## src/rtl/riffa_chnl_host_if.sv

```systemverilog
// RIFFA channel signal bundle. The master modport is the host end, the slave
// modport is the bridge end.
interface riffa_chnl_host_if #(
  parameter int C_PCI_DATA_WIDTH = 32
);
  logic                        CHNL_RX;
  logic                        CHNL_RX_ACK;
  logic [31:0]                 CHNL_RX_LEN;
  logic [C_PCI_DATA_WIDTH-1:0] CHNL_RX_DATA;
  logic                        CHNL_RX_DATA_VALID;
  logic                        CHNL_RX_DATA_REN;
  logic                        CHNL_TX;
  logic                        CHNL_TX_ACK;
  logic [31:0]                 CHNL_TX_LEN;
  logic [C_PCI_DATA_WIDTH-1:0] CHNL_TX_DATA;
  logic                        CHNL_TX_DATA_VALID;
  logic                        CHNL_TX_DATA_REN;

  modport master (
    output CHNL_RX, CHNL_RX_LEN, CHNL_RX_DATA, CHNL_RX_DATA_VALID,
           CHNL_TX_ACK, CHNL_TX_DATA_REN,
    input  CHNL_RX_ACK, CHNL_RX_DATA_REN, CHNL_TX, CHNL_TX_LEN,
           CHNL_TX_DATA, CHNL_TX_DATA_VALID
  );

  modport slave (
    input  CHNL_RX, CHNL_RX_LEN, CHNL_RX_DATA, CHNL_RX_DATA_VALID,
           CHNL_TX_ACK, CHNL_TX_DATA_REN,
    output CHNL_RX_ACK, CHNL_RX_DATA_REN, CHNL_TX, CHNL_TX_LEN,
           CHNL_TX_DATA, CHNL_TX_DATA_VALID
  );
endinterface

```

## src/rtl/riffa_chnl_host.sv

```systemverilog
// Host-side RIFFA channel endpoint: feeds RX transactions from a source AHIR
// pipe and drains TX transactions into a sink AHIR pipe.
module riffa_chnl_host #(
  parameter int C_PCI_DATA_WIDTH = 32
) (
  input  logic                        CLK,
  input  logic                        RST_N,
  input  logic                        start,
  input  logic [31:0]                 start_len,
  output logic                        rx_busy,
  output logic                        rx_done,
  output logic                        tx_done,
  output logic                        tx_err,
  riffa_chnl_host_if.master           chnl,
  input  logic [C_PCI_DATA_WIDTH-1:0] src_pipe_read_data,
  output logic                        src_pipe_read_req,
  input  logic                        src_pipe_read_ack,
  output logic [C_PCI_DATA_WIDTH-1:0] sink_pipe_write_data,
  output logic                        sink_pipe_write_req,
  input  logic                        sink_pipe_write_ack
);
  localparam logic [31:0] NUM_WORDS = 32'(C_PCI_DATA_WIDTH / 32);

  typedef enum logic [1:0] {R_IDLE, R_REQ, R_DATA} r_state_t;
  typedef enum logic [1:0] {T_IDLE, T_ACK, T_DATA} t_state_t;

  r_state_t r_state, r_state_nxt;
  t_state_t t_state, t_state_nxt;
  logic     rx_done_nxt, tx_done_nxt, tx_err_nxt;

  logic [31:0]                 r_len, r_issued, r_sent;
  logic [31:0]                 t_len, t_count;
  logic [C_PCI_DATA_WIDTH-1:0] hold;
  logic                        hold_full;

  logic rx_valid, rx_beat, rd_fire, tx_in_data, tx_fire;

  assign rx_valid   = hold_full && (r_state == R_DATA);
  assign rx_beat    = rx_valid && chnl.CHNL_RX_DATA_REN;
  assign rd_fire    = src_pipe_read_req && src_pipe_read_ack;
  assign tx_in_data = (t_state == T_DATA);
  assign tx_fire    = tx_in_data && chnl.CHNL_TX_DATA_VALID && sink_pipe_write_ack;

  always_ff @(posedge CLK or negedge RST_N) begin
    if (!RST_N) begin
      r_state <= R_IDLE;
      t_state <= T_IDLE;
      rx_done <= 1'b0;
      tx_done <= 1'b0;
      tx_err  <= 1'b0;
    end else begin
      r_state <= r_state_nxt;
      t_state <= t_state_nxt;
      rx_done <= rx_done_nxt;
      tx_done <= tx_done_nxt;
      tx_err  <= tx_err_nxt;
    end
  end

  always_comb begin
    r_state_nxt = r_state;
    rx_done_nxt = 1'b0;
    case (r_state)
      R_IDLE: begin
        if (start) begin
          if (start_len == 32'd0) rx_done_nxt = 1'b1;
          else                    r_state_nxt = R_REQ;
        end
      end
      R_REQ: begin
        if (chnl.CHNL_RX_ACK) r_state_nxt = R_DATA;
      end
      R_DATA: begin
        if (rx_beat && (r_sent + NUM_WORDS >= r_len)) begin
          r_state_nxt = R_IDLE;
          rx_done_nxt = 1'b1;
        end
      end
      default: r_state_nxt = R_IDLE;
    endcase
  end

  // A completing beat wins over a simultaneous CHNL_TX drop.
  always_comb begin
    t_state_nxt = t_state;
    tx_done_nxt = 1'b0;
    tx_err_nxt  = 1'b0;
    case (t_state)
      T_IDLE: begin
        if (chnl.CHNL_TX) t_state_nxt = T_ACK;
      end
      T_ACK: begin
        if (t_len == 32'd0) begin
          t_state_nxt = T_IDLE;
          tx_done_nxt = 1'b1;
        end else begin
          t_state_nxt = T_DATA;
        end
      end
      T_DATA: begin
        if (tx_fire && (t_count + NUM_WORDS >= t_len)) begin
          t_state_nxt = T_IDLE;
          tx_done_nxt = 1'b1;
        end else if (!chnl.CHNL_TX) begin
          t_state_nxt = T_IDLE;
          tx_err_nxt  = 1'b1;
        end
      end
      default: t_state_nxt = T_IDLE;
    endcase
  end

  always_comb begin
    rx_busy                 = (r_state != R_IDLE);
    chnl.CHNL_RX            = (r_state != R_IDLE);
    chnl.CHNL_RX_LEN        = r_len;
    chnl.CHNL_RX_DATA       = hold;
    chnl.CHNL_RX_DATA_VALID = rx_valid;
    // Refill the one-beat holder only when it is empty or being drained now.
    src_pipe_read_req       = (r_state == R_DATA) && (r_issued < r_len) &&
                              (!hold_full || rx_beat);
  end

  always_comb begin
    chnl.CHNL_TX_ACK      = (t_state == T_ACK);
    chnl.CHNL_TX_DATA_REN = tx_in_data && sink_pipe_write_ack;
    sink_pipe_write_req   = tx_in_data && chnl.CHNL_TX_DATA_VALID;
    sink_pipe_write_data  = tx_in_data ? chnl.CHNL_TX_DATA : '0;
  end

  // The holder is cleared on reset so CHNL_RX_DATA reads zero while in reset.
  always_ff @(posedge CLK or negedge RST_N) begin
    if (!RST_N) begin
      r_len     <= '0;
      r_issued  <= '0;
      r_sent    <= '0;
      hold      <= '0;
      hold_full <= 1'b0;
      t_len     <= '0;
      t_count   <= '0;
    end else begin
      if ((r_state == R_IDLE) && start) begin
        r_len     <= start_len;
        r_issued  <= '0;
        r_sent    <= '0;
        hold_full <= 1'b0;
      end else begin
        if (rd_fire) begin
          hold      <= src_pipe_read_data;
          hold_full <= 1'b1;
          r_issued  <= r_issued + NUM_WORDS;
        end else if (rx_beat) begin
          hold_full <= 1'b0;
        end
        if (rx_beat) r_sent <= r_sent + NUM_WORDS;
      end

      if ((t_state == T_IDLE) && chnl.CHNL_TX) begin
        t_len   <= chnl.CHNL_TX_LEN;
        t_count <= '0;
      end else if (tx_fire) begin
        t_count <= t_count + NUM_WORDS;
      end
    end
  end
endmodule
```

## src/flat_wrapper.sv

```systemverilog
// flat-port wrapper written by rule: the top's interface ports become plain ports
module riffa_chnl_host_flat 
#(
  parameter int C_PCI_DATA_WIDTH = 32
)
  (CLK, RST_N, start, start_len, rx_busy, rx_done, tx_done, tx_err, src_pipe_read_data, src_pipe_read_req, src_pipe_read_ack, sink_pipe_write_data, sink_pipe_write_req, sink_pipe_write_ack, chnl_CHNL_RX, chnl_CHNL_RX_LEN, chnl_CHNL_RX_DATA, chnl_CHNL_RX_DATA_VALID, chnl_CHNL_TX_ACK, chnl_CHNL_TX_DATA_REN, chnl_CHNL_RX_ACK, chnl_CHNL_RX_DATA_REN, chnl_CHNL_TX, chnl_CHNL_TX_LEN, chnl_CHNL_TX_DATA, chnl_CHNL_TX_DATA_VALID);
  riffa_chnl_host_if #(.C_PCI_DATA_WIDTH(C_PCI_DATA_WIDTH)) chnl_i ();
  input  logic CLK;
  input  logic RST_N;
  input  logic start;
  input  logic [31:0] start_len;
  output logic rx_busy;
  output logic rx_done;
  output logic tx_done;
  output logic tx_err;
  input  logic [C_PCI_DATA_WIDTH-1:0] src_pipe_read_data;
  output logic src_pipe_read_req;
  input  logic src_pipe_read_ack;
  output logic [C_PCI_DATA_WIDTH-1:0] sink_pipe_write_data;
  output logic sink_pipe_write_req;
  input  logic sink_pipe_write_ack;
  output wire logic [$bits(chnl_i.CHNL_RX)-1:0] chnl_CHNL_RX;
  output wire logic [$bits(chnl_i.CHNL_RX_LEN)-1:0] chnl_CHNL_RX_LEN;
  output wire logic [$bits(chnl_i.CHNL_RX_DATA)-1:0] chnl_CHNL_RX_DATA;
  output wire logic [$bits(chnl_i.CHNL_RX_DATA_VALID)-1:0] chnl_CHNL_RX_DATA_VALID;
  output wire logic [$bits(chnl_i.CHNL_TX_ACK)-1:0] chnl_CHNL_TX_ACK;
  output wire logic [$bits(chnl_i.CHNL_TX_DATA_REN)-1:0] chnl_CHNL_TX_DATA_REN;
  input wire logic [$bits(chnl_i.CHNL_RX_ACK)-1:0] chnl_CHNL_RX_ACK;
  input wire logic [$bits(chnl_i.CHNL_RX_DATA_REN)-1:0] chnl_CHNL_RX_DATA_REN;
  input wire logic [$bits(chnl_i.CHNL_TX)-1:0] chnl_CHNL_TX;
  input wire logic [$bits(chnl_i.CHNL_TX_LEN)-1:0] chnl_CHNL_TX_LEN;
  input wire logic [$bits(chnl_i.CHNL_TX_DATA)-1:0] chnl_CHNL_TX_DATA;
  input wire logic [$bits(chnl_i.CHNL_TX_DATA_VALID)-1:0] chnl_CHNL_TX_DATA_VALID;
  assign chnl_CHNL_RX = chnl_i.CHNL_RX;
  assign chnl_CHNL_RX_LEN = chnl_i.CHNL_RX_LEN;
  assign chnl_CHNL_RX_DATA = chnl_i.CHNL_RX_DATA;
  assign chnl_CHNL_RX_DATA_VALID = chnl_i.CHNL_RX_DATA_VALID;
  assign chnl_CHNL_TX_ACK = chnl_i.CHNL_TX_ACK;
  assign chnl_CHNL_TX_DATA_REN = chnl_i.CHNL_TX_DATA_REN;
  assign chnl_i.CHNL_RX_ACK = chnl_CHNL_RX_ACK;
  assign chnl_i.CHNL_RX_DATA_REN = chnl_CHNL_RX_DATA_REN;
  assign chnl_i.CHNL_TX = chnl_CHNL_TX;
  assign chnl_i.CHNL_TX_LEN = chnl_CHNL_TX_LEN;
  assign chnl_i.CHNL_TX_DATA = chnl_CHNL_TX_DATA;
  assign chnl_i.CHNL_TX_DATA_VALID = chnl_CHNL_TX_DATA_VALID;
  riffa_chnl_host #(.C_PCI_DATA_WIDTH(C_PCI_DATA_WIDTH)) u_core (.CLK(CLK), .RST_N(RST_N), .start(start), .start_len(start_len), .rx_busy(rx_busy), .rx_done(rx_done), .tx_done(tx_done), .tx_err(tx_err), .chnl(chnl_i), .src_pipe_read_data(src_pipe_read_data), .src_pipe_read_req(src_pipe_read_req), .src_pipe_read_ack(src_pipe_read_ack), .sink_pipe_write_data(sink_pipe_write_data), .sink_pipe_write_req(sink_pipe_write_req), .sink_pipe_write_ack(sink_pipe_write_ack));
endmodule
```

## config.mk

```make
export PLATFORM = sky130hd
export DESIGN_NAME = riffa_chnl_host_flat
export DESIGN_NICKNAME = d
export VERILOG_FILES = /design/src/rtl/riffa_chnl_host_if.sv /design/src/rtl/riffa_chnl_host.sv /design/src/flat_wrapper.sv
export SDC_FILE = /design/constraint.sdc
export NUM_CORES = 1
export LEC_CHECK = 0
export CORE_UTILIZATION = 48
export DETAILED_ROUTE_END_ITERATION = 6
export GPL_TIMING_DRIVEN = 1
export PLACE_DENSITY = 0.75
export SKIP_LAST_GASP = 1
export SYNTH_ARGS = -nofsm -noshare
export SYNTH_HDL_FRONTEND = slang
export SYNTH_SLANG_ARGS = --single-unit
```

## constraint.sdc

```tcl
create_clock -name CLK -period 6.4 [get_ports CLK]
set_input_delay 1.92 -clock CLK [delete_from_list [all_inputs] [get_ports CLK]]
set_output_delay 1.92 -clock CLK [all_outputs]
set_load 0.02 [all_outputs]
```

==> results.py <==
metrics = {
    "power": {
        "combinationalPowerShare": 0.397,
        "internal_power_mw": 2.946,
        "netSwitchingPower_mw": 1.819,
        "peak_ir_drop_on_the_vdd_network_mv": 0.2100,
        "power.clock.fraction": 0.239,
        "power-per-cell-area_nw_per_um2": 306.1,
        "netSwitchingFraction": 0.3817,
        "p_leak_nw": 7.144,
        "seq_power_share": 0.364,
    },
    "cts": {
        "cts.repair_timing.setup_buffer_count": 0,
        "cts_root_buffer": "sky130_fd_sc_hd__clkbuf_16",
        "holdBufCountCts": 0,
        "tritoncts": "yes",
        "clkSinkCount": 200,
        "cts.reportedPaths.clkPinSlew_ps": 70,
        "ctsHtreeMaxLevel": 4,
        "maximum_count_of_clock_buffers_along_a_single_path": 2,
        "cts-resized-gates": 0,
        "cts_made_buffers": 17,
        "clock_insertion_delay_worst_skew_ps": 430,
    },
    "synthesis": {
        "synthesis.yosys.warnings": 0,
        "synth.cells.most_frequent": "sky130_fd_sc_hd__dfrtp_1 (200), sky130_fd_sc_hd__nand2_1 (186), sky130_fd_sc_hd__o21ai_0 (122)",
        "synth.net_count": 1588,
        "synth.lib_cells_used.distinct": 66,
        "avgSynthCellArea_um2": 9.086,
        "synthMostInstantiatedCell": "sky130_fd_sc_hd__dfrtp_1",
        "ys_seq_area_frac": 0.4080,
        "synth_ff_type": "sky130_fd_sc_hd__dfrtp_1",
        "asyncSetResetFlopFracSynth": 1.000,
        "synth_cells": 1350,
        "syn-cell-area_um2": 12270,
        "area_leader_netlist": "sky130_fd_sc_hd__dfrtp_1",
        "synth-edff-count": 0,
        "ys_ff_latch": 200,
        "synthTopCellsByArea": "sky130_fd_sc_hd__dfrtp_1 (41%), sky130_fd_sc_hd__ha_1 (10%), sky130_fd_sc_hd__nand2_1 (5.7%), sky130_fd_sc_hd__o21ai_0 (5.0%), sky130_fd_sc_hd__xnor2_1 (4.1%)",
        "synth_top_area_frac": 0.4080,
    },
    "sta": {
        "final-max-slew-violation-count": 0,
        "final_critical_period_ps": 5781,
        "worst_slew_margin_rel": 0.2112,
        "final-hold-violation-count": 0,
        "fin_tns_setup_ps": 0,
        "final-setup-viol-count": 0,
        "final.period_utilization": 0.9032,
        "worst-slew-pin-transition_ps": 1180,
        "timing.fmax_ghz": 0.1730,
        "layout_setup_ws_ps": 619.3,
        "unrepaired_setup_endpoints_after_global_routing": "false",
        "fin_skew_ps": 13.53,
    },
    "layout": {
        "layout.nets": 1805,
        "fillers": 2151,
        "postLayoutCoreUtil": 0.6201,
        "diodes": 0,
        "post_route_cells_drive_above_1_share": 0.05506,
        "area_growth_syn_to_layout_pct": 26.94,
    },
    "worst_setup_path": {
        "worst_ep_arrival_time_ps": 3860,
        "timing.critical_path.fanout_max": 5,
        "most_frequent_cell_on_critical_path": "sky130_fd_sc_hd__clkdlybuf4s50_1",
        "kind_of_critical_path": "in -> out",
        "worstSetupEndpointType": "output pin",
        "timing.critical_path.buf_inv": 3,
        "critical_path.slowest_cell": "sky130_fd_sc_hd__clkdlybuf4s50_1",
        "nature_of_the_critical_path_startpoint": "input pin",
        "largest_stage_delay_on_the_critical_path_ps": 630,
        "cells_along_the_critical_path": "clkdlybuf4s50_1 > nand2b_1 > o211ai_2 > a21oi_1 > inv_1 > o22ai_2 > clkdlybuf4s50_1",
        "crit_family": "buffers and inverters",
        "cp_data_required_time_ps": 4480,
    },
    "routing": {
        "detailed_route_vias_per_instance": 5.434,
        "routed-via-count": 10380,
        "routedWlPerCell_um": 15.82,
        "drtAntennaViolNets": 0,
        "post-route-drc-count": 0,
        "totalWireLength_um": 30210,
        "drtPass1Iterations": 4,
        "drt_iter0_drc": 656,
    },
    "global_route": {
        "first_global_vias": 10360,
        "met3_track_demand_over_resource": 0.04162,
        "globalRoute.busiestLayer": "met2",
        "largest_net_degree_at_the_start_of_global_routing": 89,
        "globalRouteTotalUtil": 0.2368,
        "grtUsageMet2": 0.4149,
        "grt_pass1_wl_um": 50300,
        "globalRouteMet1Util": 0.2899,
        "grt_antenna_before_repair": 0,
        "global_route.overflow_total": 0,
    },
    "status": {
        "outcome": "finished clean",
    },
    "worst_hold_path": {
        "hold_class": "reg -> reg",
    },
    "die": {
        "dieArea_um2": 26200,
        "placementRows": 58,
        "io-pin-count": 243,
        "chip_width_um": 161.9,
        "placeableCoreArea_um2": 25110,
        "floorplan.die.height_um": 161.9,
        "initial_utilization": 0.4885,
    },
    "placed_design": {
        "half_perimeter_wire_length_of_the_detailed_placement_result_um": 22780,
        "port-buffer-count": 242,
        "preCtsSetupSlack_ps": 657.5,
        "globalplace.congestion": 0.8506,
    },
    "flow_run": {
        "max_cap_violations": 0,
    },
}
==> cell families (layout without fill, tap and decap cells) <==
group / after synthesis / count (layout) / synth area share
AO/OA/AOI/OAI: 247 / 247 / 0.1222
buffers and inverters: 132 / 362 / 0.04263
AND/OR/NAND/NOR: 523 / 523 / 0.2116
adder cells (fa/ha/maj): 101 / 101 / 0.1030
multiplexers: 42 / 42 / 0.03754
XOR/XNOR: 105 / 105 / 0.07497
flip-flops: 200 / 200 / 0.4080
==> area by class of cell <==
cell class / instances / area, µm² / share of cell area
clock buffers: 18 / 439.2 / 0.02820
well taps: 330 / 412.9 / 0.02652
multi-input cells: 1018 / 6741 / 0.4329
clock inverters: 14 / 178.9 / 0.01149
inverters: 78 / 292.8 / 0.01880
repair buffers: 252 / 2501 / 0.1606
flip-flops and latches: 200 / 5005 / 0.3214
==> worst reg2reg max path, stage by stage, from the launching register on <==
cell and delay [ps]:
sky130_fd_sc_hd__dfrtp_1 430, sky130_fd_sc_hd__ha_1 270, sky130_fd_sc_hd__and4_1 280, sky130_fd_sc_hd__nand4_1 180
sky130_fd_sc_hd__or2_2 360, sky130_fd_sc_hd__nor2_1 320, sky130_fd_sc_hd__nand2_1 150, sky130_fd_sc_hd__xnor2_1 170
sky130_fd_sc_hd__ha_1 280, sky130_fd_sc_hd__nand2_1 60, sky130_fd_sc_hd__or2_2 310, sky130_fd_sc_hd__nor4_1 410
sky130_fd_sc_hd__o21ai_0 230, sky130_fd_sc_hd__and3b_1 240, sky130_fd_sc_hd__a21o_1 170
==> stage by stage <==
step / std cells / cell area (µm²) / hold WS (ps) / power (mW)
finish: 1910 / 15570 / 492.3 / 4.766
global route: 1910 / 15570 / 516.3 / 5.088
CTS: 1910 / 15570 / 496.9 / 4.804
detailed placement: 1878 / 14950 / 480.0 / 3.658
global placement: 1878 / 14950 / 472.7 / 3.592
floorplan: 1350 / 12270 / 469.8 / 2.821
==> final timing paths <==
kind,cells after the start,slack [ps],endpoint,start
worst min-delay path,1,490,u_core.chnl.CHNL_RX_DATA[5]$_DFFE_PN0P_,u_core.chnl.CHNL_RX_DATA[5]$_DFFE_PN0P_
worst min register to register,1,490,u_core.chnl.CHNL_RX_DATA[5]$_DFFE_PN0P_,u_core.chnl.CHNL_RX_DATA[5]$_DFFE_PN0P_
min in group asynchronous,1,1520,u_core.chnl.CHNL_RX_DATA[16]$_DFFE_PN0P_,RST_N
max in group asynchronous,2,3710,u_core.r_sent[15]$_DFFE_PN0P_,RST_N
worst max-delay path,7,620,src_pipe_read_req,chnl_CHNL_RX_DATA_REN
worst max register to register,14,2480,u_core.r_state[1]$_DFFE_PN0P_,u_core.r_sent[0]$_DFFE_PN0P_
==> metal layers <==
metal  up-vias  routed length (µm)  share of wire
met5         -                   0              0
met3        56                1336          0.044
met2       262               14980           0.50
met4         0                 887          0.029
li1       5106                   -              -
met1      4955               13010           0.43
==> state kept, by name, summed over array words and instances (netlist names) <==
register / cells
u_core.chnl.CHNL_RX_DATA: 32
u_core.chnl.CHNL_RX_LEN: 32
u_core.r_issued: 32
u_core.r_sent: 32
u_core.t_count: 32
u_core.t_len: 32
u_core.r_state: 2
u_core.t_state: 2
u_core.hold_full: 1
u_core.rx_done: 1
u_core.tx_done: 1
u_core.tx_err: 1
==> power groups by stage <==
stage,clock [mW],sequential (mW),combinational (mW)
after floorplan,0,1.88,0.939
after global placement,0,1.74,1.85
after detailed placement,0,1.76,1.90
after CTS,1.16,1.73,1.91
after global routing,1.21,1.77,2.11
final,1.14,1.73,1.89
==> cell usage in the layout, fill, tap and decap left out, drive strengths merged, types with 11 or more instances in the layout <==
master	instances
dfrtp	200
inv	86
xor2	47
ha	101
nor2	98
nor3	18
nand4	34
nand2b	11
nand3	44
nor4	23
and3	23
mux2	32
xnor2	58
a21oi	53
nand2	189
clkbuf	19
a211oi	14
and2	51
o21ai	126
clkdlybuf4s50	241
(Power assumes the default switching activity.)
